--- src/rtl/xgemac_wb_pkg.sv ---
// Shared types and default sizing for the XGEMAC Wishbone command master.
package xgemac_wb_pkg;

  localparam int WB_ADDR_WIDTH_DEF  = 8;
  localparam int WB_DATA_WIDTH_DEF  = 32;
  localparam int TIMEOUT_CYCLES_DEF = 16;

  typedef enum logic [1:0] {
    ST_IDLE = 2'd0,
    ST_BUS  = 2'd1,
    ST_RESP = 2'd2
  } wbm_state_e;

endpackage

--- src/rtl/xgemac_wb_master.sv ---
// Single-outstanding Wishbone master bridging a valid/ready command/response
// pair to the MAC register slave, with ack timeout and interrupt latching.
module xgemac_wb_master
  import xgemac_wb_pkg::*;
#(
  parameter int WB_ADDR_WIDTH  = WB_ADDR_WIDTH_DEF,
  parameter int WB_DATA_WIDTH  = WB_DATA_WIDTH_DEF,
  parameter int TIMEOUT_CYCLES = TIMEOUT_CYCLES_DEF
) (
  input  logic                     wb_clk_i,
  input  logic                     wb_rst_i,
  input  logic                     cmd_valid,
  output logic                     cmd_ready,
  input  logic                     cmd_we,
  input  logic [WB_ADDR_WIDTH-1:0] cmd_addr,
  input  logic [WB_DATA_WIDTH-1:0] cmd_wdata,
  output logic                     rsp_valid,
  input  logic                     rsp_ready,
  output logic [WB_DATA_WIDTH-1:0] rsp_rdata,
  output logic                     rsp_err,
  output logic [WB_ADDR_WIDTH-1:0] wb_adr_o,
  output logic [WB_DATA_WIDTH-1:0] wb_dat_o,
  output logic                     wb_cyc_o,
  output logic                     wb_stb_o,
  output logic                     wb_we_o,
  input  logic                     wb_ack_i,
  input  logic [WB_DATA_WIDTH-1:0] wb_dat_i,
  input  logic                     wb_int_i,
  output logic                     int_pending,
  input  logic                     int_clr,
  output logic [7:0]               int_count
);

  localparam logic [7:0] WAIT_LAST = 8'(TIMEOUT_CYCLES - 1);

  wbm_state_e               state, state_n;
  logic [7:0]               wait_cnt, wait_cnt_n;
  logic                     cmd_ready_n;
  logic                     rsp_valid_n, rsp_err_n;
  logic [WB_DATA_WIDTH-1:0] rsp_rdata_n;
  logic [WB_ADDR_WIDTH-1:0] wb_adr_n;
  logic [WB_DATA_WIDTH-1:0] wb_dat_n;
  logic                     wb_cyc_n, wb_stb_n, wb_we_n;

  logic                     int_prev;
  logic                     int_rise;

  always_ff @(posedge wb_clk_i) begin
    if (wb_rst_i) begin
      state     <= ST_IDLE;
      wait_cnt  <= '0;
      cmd_ready <= 1'b0;
      rsp_valid <= 1'b0;
      rsp_err   <= 1'b0;
      rsp_rdata <= '0;
      wb_adr_o  <= '0;
      wb_dat_o  <= '0;
      wb_cyc_o  <= 1'b0;
      wb_stb_o  <= 1'b0;
      wb_we_o   <= 1'b0;
    end else begin
      state     <= state_n;
      wait_cnt  <= wait_cnt_n;
      cmd_ready <= cmd_ready_n;
      rsp_valid <= rsp_valid_n;
      rsp_err   <= rsp_err_n;
      rsp_rdata <= rsp_rdata_n;
      wb_adr_o  <= wb_adr_n;
      wb_dat_o  <= wb_dat_n;
      wb_cyc_o  <= wb_cyc_n;
      wb_stb_o  <= wb_stb_n;
      wb_we_o   <= wb_we_n;
    end
  end

  always_comb begin
    state_n     = state;
    wait_cnt_n  = wait_cnt;
    rsp_valid_n = rsp_valid;
    rsp_err_n   = rsp_err;
    rsp_rdata_n = rsp_rdata;
    wb_adr_n    = wb_adr_o;
    wb_dat_n    = wb_dat_o;
    wb_cyc_n    = wb_cyc_o;
    wb_stb_n    = wb_stb_o;
    wb_we_n     = wb_we_o;
    unique case (state)
      ST_IDLE: begin
        if (cmd_valid && cmd_ready) begin
          state_n    = ST_BUS;
          wait_cnt_n = '0;
          wb_cyc_n   = 1'b1;
          wb_stb_n   = 1'b1;
          wb_we_n    = cmd_we;
          wb_adr_n   = cmd_addr;
          wb_dat_n   = cmd_wdata;
        end
      end
      ST_BUS: begin
        // Ack is tested first so an ack on the timeout edge still succeeds.
        if (wb_ack_i) begin
          state_n     = ST_RESP;
          wb_cyc_n    = 1'b0;
          wb_stb_n    = 1'b0;
          rsp_valid_n = 1'b1;
          rsp_err_n   = 1'b0;
          rsp_rdata_n = wb_we_o ? '0 : wb_dat_i;
        end else if (wait_cnt == WAIT_LAST) begin
          state_n     = ST_RESP;
          wb_cyc_n    = 1'b0;
          wb_stb_n    = 1'b0;
          rsp_valid_n = 1'b1;
          rsp_err_n   = 1'b1;
          rsp_rdata_n = '0;
        end else begin
          wait_cnt_n = wait_cnt + 8'd1;
        end
      end
      ST_RESP: begin
        if (rsp_ready) begin
          state_n     = ST_IDLE;
          rsp_valid_n = 1'b0;
        end
      end
      default: state_n = ST_IDLE;
    endcase
    cmd_ready_n = (state_n == ST_IDLE);
  end

  assign int_rise = wb_int_i & ~int_prev;

  always_ff @(posedge wb_clk_i) begin
    if (wb_rst_i) begin
      int_prev    <= 1'b0;
      int_pending <= 1'b0;
      int_count   <= '0;
    end else begin
      int_prev <= wb_int_i;
      if (int_rise)     int_pending <= 1'b1;
      else if (int_clr) int_pending <= 1'b0;
      if (int_rise) begin
        if (int_clr)                int_count <= 8'd1;
        else if (int_count != '1)   int_count <= int_count + 8'd1;
      end else if (int_clr) begin
        int_count <= '0;
      end
    end
  end

endmodule

--- config.mk ---
export PLATFORM = sky130hd
export DESIGN_NAME = xgemac_wb_master
export DESIGN_NICKNAME = d
export VERILOG_FILES = /design/src/rtl/xgemac_wb_pkg.sv /design/src/rtl/xgemac_wb_master.sv
export SDC_FILE = /design/constraint.sdc
export NUM_CORES = 1
export LEC_CHECK = 0
export CELL_PAD_IN_SITES_DETAIL_PLACEMENT = 0
export CELL_PAD_IN_SITES_GLOBAL_PLACEMENT = 1
export CORE_MARGIN = 2
export CORE_UTILIZATION = 26
export DETAILED_ROUTE_END_ITERATION = 10
export PLACE_DENSITY_LB_ADDON = 0.1
export SLEW_MARGIN = 10
export SYNTH_ARGS = -nofsm -noshare
export SYNTH_HDL_FRONTEND = slang
export SYNTH_SLANG_ARGS = --single-unit
--- constraint.sdc ---
create_clock -name wb_clk_i -period 1.5 [get_ports wb_clk_i]
set_clock_uncertainty 0.15 [all_clocks]
set_input_delay 0.375 -clock wb_clk_i [delete_from_list [all_inputs] [get_ports wb_clk_i]]
set_output_delay 0.375 -clock wb_clk_i [all_outputs]
set_load 0.02 [all_outputs]
# Word level (Yosys, flattened, before mapping)
# Index checks and enable logic that the tools add are counted.
# Widths: inputs -> output; s select.
dict set report word_totals {
  reg_bits 97
  latchBits 0
  mem_bits_rw 0
  romBits 0
  output_inout_bits 87
  word_cells 67
  mem_count 0
}
dict set report op_classes {
  addsub 2
  n_mul 0
  div_mod_pow 0
  order_cmp 0
  n_eq_ne 9
  shifts 0
  n_mux 27
  n_bitwise 2
  reduce_logical 14
}
# cell n
set op_table {}
lappend op_table {{$mux 32} 3}
lappend op_table {{$mux 8} 7}
lappend op_table {{$add 8x1->8 const B} 2}
lappend op_table {{$pmux 8 s2} 1}
lappend op_table {{$reduce_bool 2->1} 5}
lappend op_table {{$mux 1} 9}
lappend op_table {{$eq 8x4->1 const B} 1}
lappend op_table {{$mux 2} 4}
lappend op_table {{$ne 2x2->1 const B} 4}
lappend op_table {{$ne 8x8->1 const B} 1}
lappend op_table {{$pmux 2 s3} 1}
lappend op_table {{$reduce_and 2->1} 3}
lappend op_table {{$reduce_and 3->1} 2}
lappend op_table {{$logic_not 2->1} 2}
lappend op_table {{$pmux 1 s2} 2}
lappend op_table {{$reduce_and 4->1} 1}
lappend op_table {{$ne 3x3->1 const B} 1}
lappend op_table {{$eq 2x1->1 const B} 1}
lappend op_table {{$eq 2x2->1 const B} 1}
lappend op_table {{$and 1x1->1} 1}
lappend op_table {{$logic_and 1x1->1} 1}
lappend op_table {{$not 1->1} 1}

# Longest topological paths before layout
dict set report logic_depth {
  depth_word 5
  mapped_depth 6
}

# Worst setup path before layout
# Ideal clock, no wire load.
dict set report synth_path {
  kind {flip-flop to flip-flop}
  start {reg wait_cnt[0]}
  end {reg rsp_rdata[10]}
  setup_ps 59
  arrival_time_ps 1449
  t_required_ps 1291
  path_slack_ps -158
  path_stages_with_launch 7
  n_path_buf 1
  period_less_slack_ps 1658
  path_cell_list {dfxtp_1 -> ha_1 -> and3_1 -> a21o_1 -> a21oi_2 -> buf_6 -> a22o_1}
}
dict set report synth_via {
  elab_chain_cells 3
}
# item line_no
set synth_lines {}
lappend synth_lines {{start: declaration} xgemac_wb_master.sv:37} ;# logic [7:0] wait_cnt, wait_cnt_n;
lappend synth_lines {{start signal: assignment} xgemac_wb_master.sv:63} ;# wait_cnt <= wait_cnt_n;
lappend synth_lines {{$eq 8x4->1} xgemac_wb_master.sv:108} ;# end else if (wait_cnt == WAIT_LAST) begin
lappend synth_lines {{$reduce_bool 2->1 (no line)} --}
lappend synth_lines {{$reduce_and 2->1 (no line)} --}
lappend synth_lines {{end signal: assignment} xgemac_wb_master.sv:67} ;# rsp_rdata <= rsp_rdata_n;
lappend synth_lines {{end: declaration} xgemac_wb_master.sv:19} ;# output logic [WB_DATA_WIDTH-1:0] rsp_rdata,
# Every way passes these cells.
# A chain may end at the register's enable or synchronous reset.

# Final worst setup path
dict set report layout_path {
  start {reg wait_cnt[7]}
  end {reg wait_cnt[0]}
}
dict set report layout_via {
  elab_chain_cells 3
}
# item line_no
set layout_lines {}
lappend layout_lines {{$eq 8x4->1} xgemac_wb_master.sv:108}
lappend layout_lines {{$ne 2x2->1 (no line)} --}
lappend layout_lines {{$reduce_and 4->1 (no line)} --}
# Every way passes these cells.

==> qor_table.md <==
| Metric | Value | Unit |
| --- | --- | --- |
| Cell class contributing the biggest share of worst-path delay | simple AND/OR/NAND/NOR gates | - |
| Count of antenna-violating nets left after detailed routing | 0 | - |
| Critical path's largest stage delay | 580 | ps |
| Crit path max-delay cell type | sky130_fd_sc_hd__or4_4 | - |
| Dpl ws | -705 | ps |
| Count of fill cells added during filler insertion | 1331 | - |
| Sinks on the clock net | 97 | - |
| Req. time, crit path | 1640 | ps |
| Setup_tns | -3600 | ps |
| Final hold viol count | 0 | - |
| Number of enable-type register cells in the synthesized netlist | 0 | - |
| Pin count of the biggest net entering global routing | 33 | - |
| Number of standard cells in the final layout excluding fillers | 767 | - |
| Highest attainable clock frequency | 587 | MHz |
| Post-synthesis sequential area ratio | 55.3 | % |
| Count of port buffers added during placement | 166 | - |
| GRT Overall Usage | 14.5 | % |
| Pwr/cell area | 1010 | nW/µm² |
| Total of endpoints with negative setup slack in the final report | 42 | - |
| Hold WC Path Type | input port to register | - |
| Shortest period the worst path allows | 1700 | ps |
| Sort of element at the end of the critical path | register | - |
| Max VDD drop | 709 | µV |
| Number of cells in the design after placement | 734 | - |
| Cell leakage power | 2.50 | nW |
| Worst-case headroom to the max-slew limit | 77.2 | % |
| Asr flop ratio synth | 0 | % |
| Detailed-router iteration count before antenna repair | 4 | - |
| Half-perimeter wire length after placement | 7030 | µm |
| Critical Path Fanout Max | 4 | - |
| Maximum Capacitance Violations | 0 | - |
| Num rows | 42 | - |
| TritonCTS Buffers | 9 | - |
| Initial antenna violation count | 0 | - |
| Floorplan die area | 14400 | µm² |
| Count of state elements after synthesis | 97 | - |
| Chain of cells forming the critical path | or4_4 -> o21ai_4 -> mux2_4 -> nor2_1 | - |
| Area used by sequential logic in the layout | 1960 | µm² |
| I/O pin total | 167 | - |
| Nets@finish | 668 | - |
| Clock transition at the register clock pins on the worst setup and hold paths after CTS | 70 | ps |
| Type of the worst setup path | register to register | - |
| Syn Area/Cell | 9.48 | µm² |
| Final max-slew violation count | 0 | - |
| Buffer levels on the longest clock path | 2 | - |
| Residual overflow from global routing | 0 | - |
| Total inserted antenna cells | 0 | - |
| Layout Utilization | 44.5 | % |
| Root Buffer | sky130_fd_sc_hd__clkbuf_16 | - |
| CTS tree | yes | - |
| DRC Markers | 0 | - |
| Starting DRC count in detailed routing | 122 | - |
| Run status | finished with violations | - |
| H-tree levels | 3 | - |
| Kind of start point of the critical path | register | - |
| Area of combinational cells with multiple inputs | 1580 | µm² |
| Main flop type after synthesis | sky130_fd_sc_hd__dfxtp_1 | - |
| DIE HEIGHT | 120 | µm |
| Vias per inst | 4.45 | - |
| Core area | 13200 | µm² |
| Buffer and inverter count on the worst path | 0 | - |
| Global-route wire length before repair | 16400 | µm |
| RSZ-0062 raised after global routing | yes | - |
| Layout Area Growth over Synthesis | 67.4 | % |
| Transition time of the tightest slew-check pin | 340 | ps |
| Crit share post-route | 114 | % |
| Synthesized netlist net count | 452 | - |
| Horizontal die dimension | 120 | µm |
| Total placed instance area | 5670 | µm² |
| Synthesized area | 3510 | µm² |
| Violations in the final reports | setup timing | - |
| WL/cell | 14.2 | µm |
| Layout cells sized above 1 | 34.3 | % |
| Worst setup margin | -204 | ps |
| Cells after Synth | 370 | - |
| Warning count from the yosys run | 0 | - |
| Hold-fix buffer count after cts | 0 | - |
| Number of distinct standard cells referenced by the synthesized netlist | 48 | - |
| Design area | 5870 | µm² |
| Final Wtd Congestion | 0.769 | - |
| Final routed wirelength across all metal layers | 10900 | µm |
| Number of global-route vias before repair | 3275 | - |
| Effective utilization at floorplan | 26.6 | % |
| Total via count after detailed routing | 3411 | - |
| Worst-Skew Late Latency | 350 | ps |
| CP Data Arrival Time | 1850 | ps |
-- sequential cells by signal (all words and copies together), names as in the netlist, 2 cells and up --
| signal | count |
|---|---|
| state | 2 |
| wb_dat_o | 32 |
| wb_adr_o | 8 |
| int_count | 8 |
| rsp_rdata | 32 |
| wait_cnt | 8 |
-- worst paths after layout --
kind	end	cells after the start	startpoint	slack [ps]
setup / recovery	wait_cnt[0]	4	wait_cnt[7]	-200
hold / removal	int_prev	2	wb_int_i	230
hold reg to reg	wb_dat_o[24]	2	wb_dat_o[24]	300
setup reg to reg	wait_cnt[0]	4	wait_cnt[7]	-200
-- worst register-to-register path: stages, from the launching register on --
cell and delay (ps):
sky130_fd_sc_hd__dfxtp_2 340, sky130_fd_sc_hd__or4_4 580, sky130_fd_sc_hd__o21ai_4 190, sky130_fd_sc_hd__mux2_4 310
sky130_fd_sc_hd__nor2_1 70
-- through the flow --
| step | hold WS [ps] | total power, mW |
|---|---|---|
| 2_1_floorplan | 322 | 3.14 |
| 3_3_place_gp | 292 | 3.64 |
| 3_5_place_dp | 298 | 3.65 |
| 4_1_cts | 224 | 6.08 |
| 5_1_grt | 237 | 6.24 |
| 6_report | 228 | 5.96 |
-- what timing repair did --
action | CTS | global route
resized for setup | 305 | 79
endpoints found under the setup margin | 135 | 147
cloned | 1 | 3
buffers inserted | 10 | 4
pin swaps | 9 | 14
-- cell usage after synthesis (all sizes together), types with 3 or more instances --
cell type	n	area share, %
and3	4	0.71
buf	15	2.7
dfxtp	97	55
o211ai	6	1.3
nand3	7	1.0
a22o	32	8.0
xor2	6	1.5
a211oi	3	0.78
o21ai	4	0.89
or4	3	0.75
clkbuf	8	0.86
a21oi	50	7.2
nor3	3	0.57
nand4	3	0.54
nand2	90	9.6
nor2	11	1.2
-- where the power goes --
group	internal (mW)	total, mW	leakage [nW]	switching [mW]
registers	2.67	2.72	0.792	0.0508
clock network	1.31	2.36	0.143	1.06
logic	0.456	0.876	1.56	0.420
-- kinds of logic (layout without fill, tap and decap cells) --
family	Yosys count	count (layout)	synth area share [%]
adders and majority gates	2	2	0.713
muxes	2	2	0.606
and+or+nand+nor	137	137	18.3
buffers and inverters	25	245	3.78
DFF	97	97	55.3
AOI/OAI and AO/OA	100	101	19.5
xor gates and xnor gates	7	7	1.75
-- placed cells by master (no fill, tap or decap), types with 5 or more instances in the layout --
cell,n
sky130_fd_sc_hd__xor2_1,6
sky130_fd_sc_hd__buf_4,45
sky130_fd_sc_hd__clkbuf_16,11
sky130_fd_sc_hd__a21oi_1,47
sky130_fd_sc_hd__dfxtp_2,8
sky130_fd_sc_hd__buf_2,86
sky130_fd_sc_hd__nand3_1,5
sky130_fd_sc_hd__nor2_1,11
sky130_fd_sc_hd__o211ai_1,6
sky130_fd_sc_hd__buf_6,9
sky130_fd_sc_hd__nand2_1,88
sky130_fd_sc_hd__dfxtp_1,87
sky130_fd_sc_hd__clkdlybuf4s50_1,75
sky130_fd_sc_hd__a22o_1,32
-- final cells by class --
class,count,share of cell area [%]
multi-input cells,249,26.8
inverters,2,0.128
clock inverters,7,1.30
flip-flops and latches,97,33.4
clock buffers,9,3.83
well taps,176,3.75
repair buffers,227,30.8
-- metal layers --
| metal | part of all wire [%] | GRT usage (%) | routed length [µm] |
|---|---|---|---|
| met3 | 8.9 | 7.22 | 970 |
| met2 | 47 | 22.3 | 5130 |
| met4 | 1.0 | 4.19 | 110 |
| met1 | 43 | 17.7 | 4700 |
| met5 | 0 | 0 | 0 |
(Power assumes the default switching activity.)
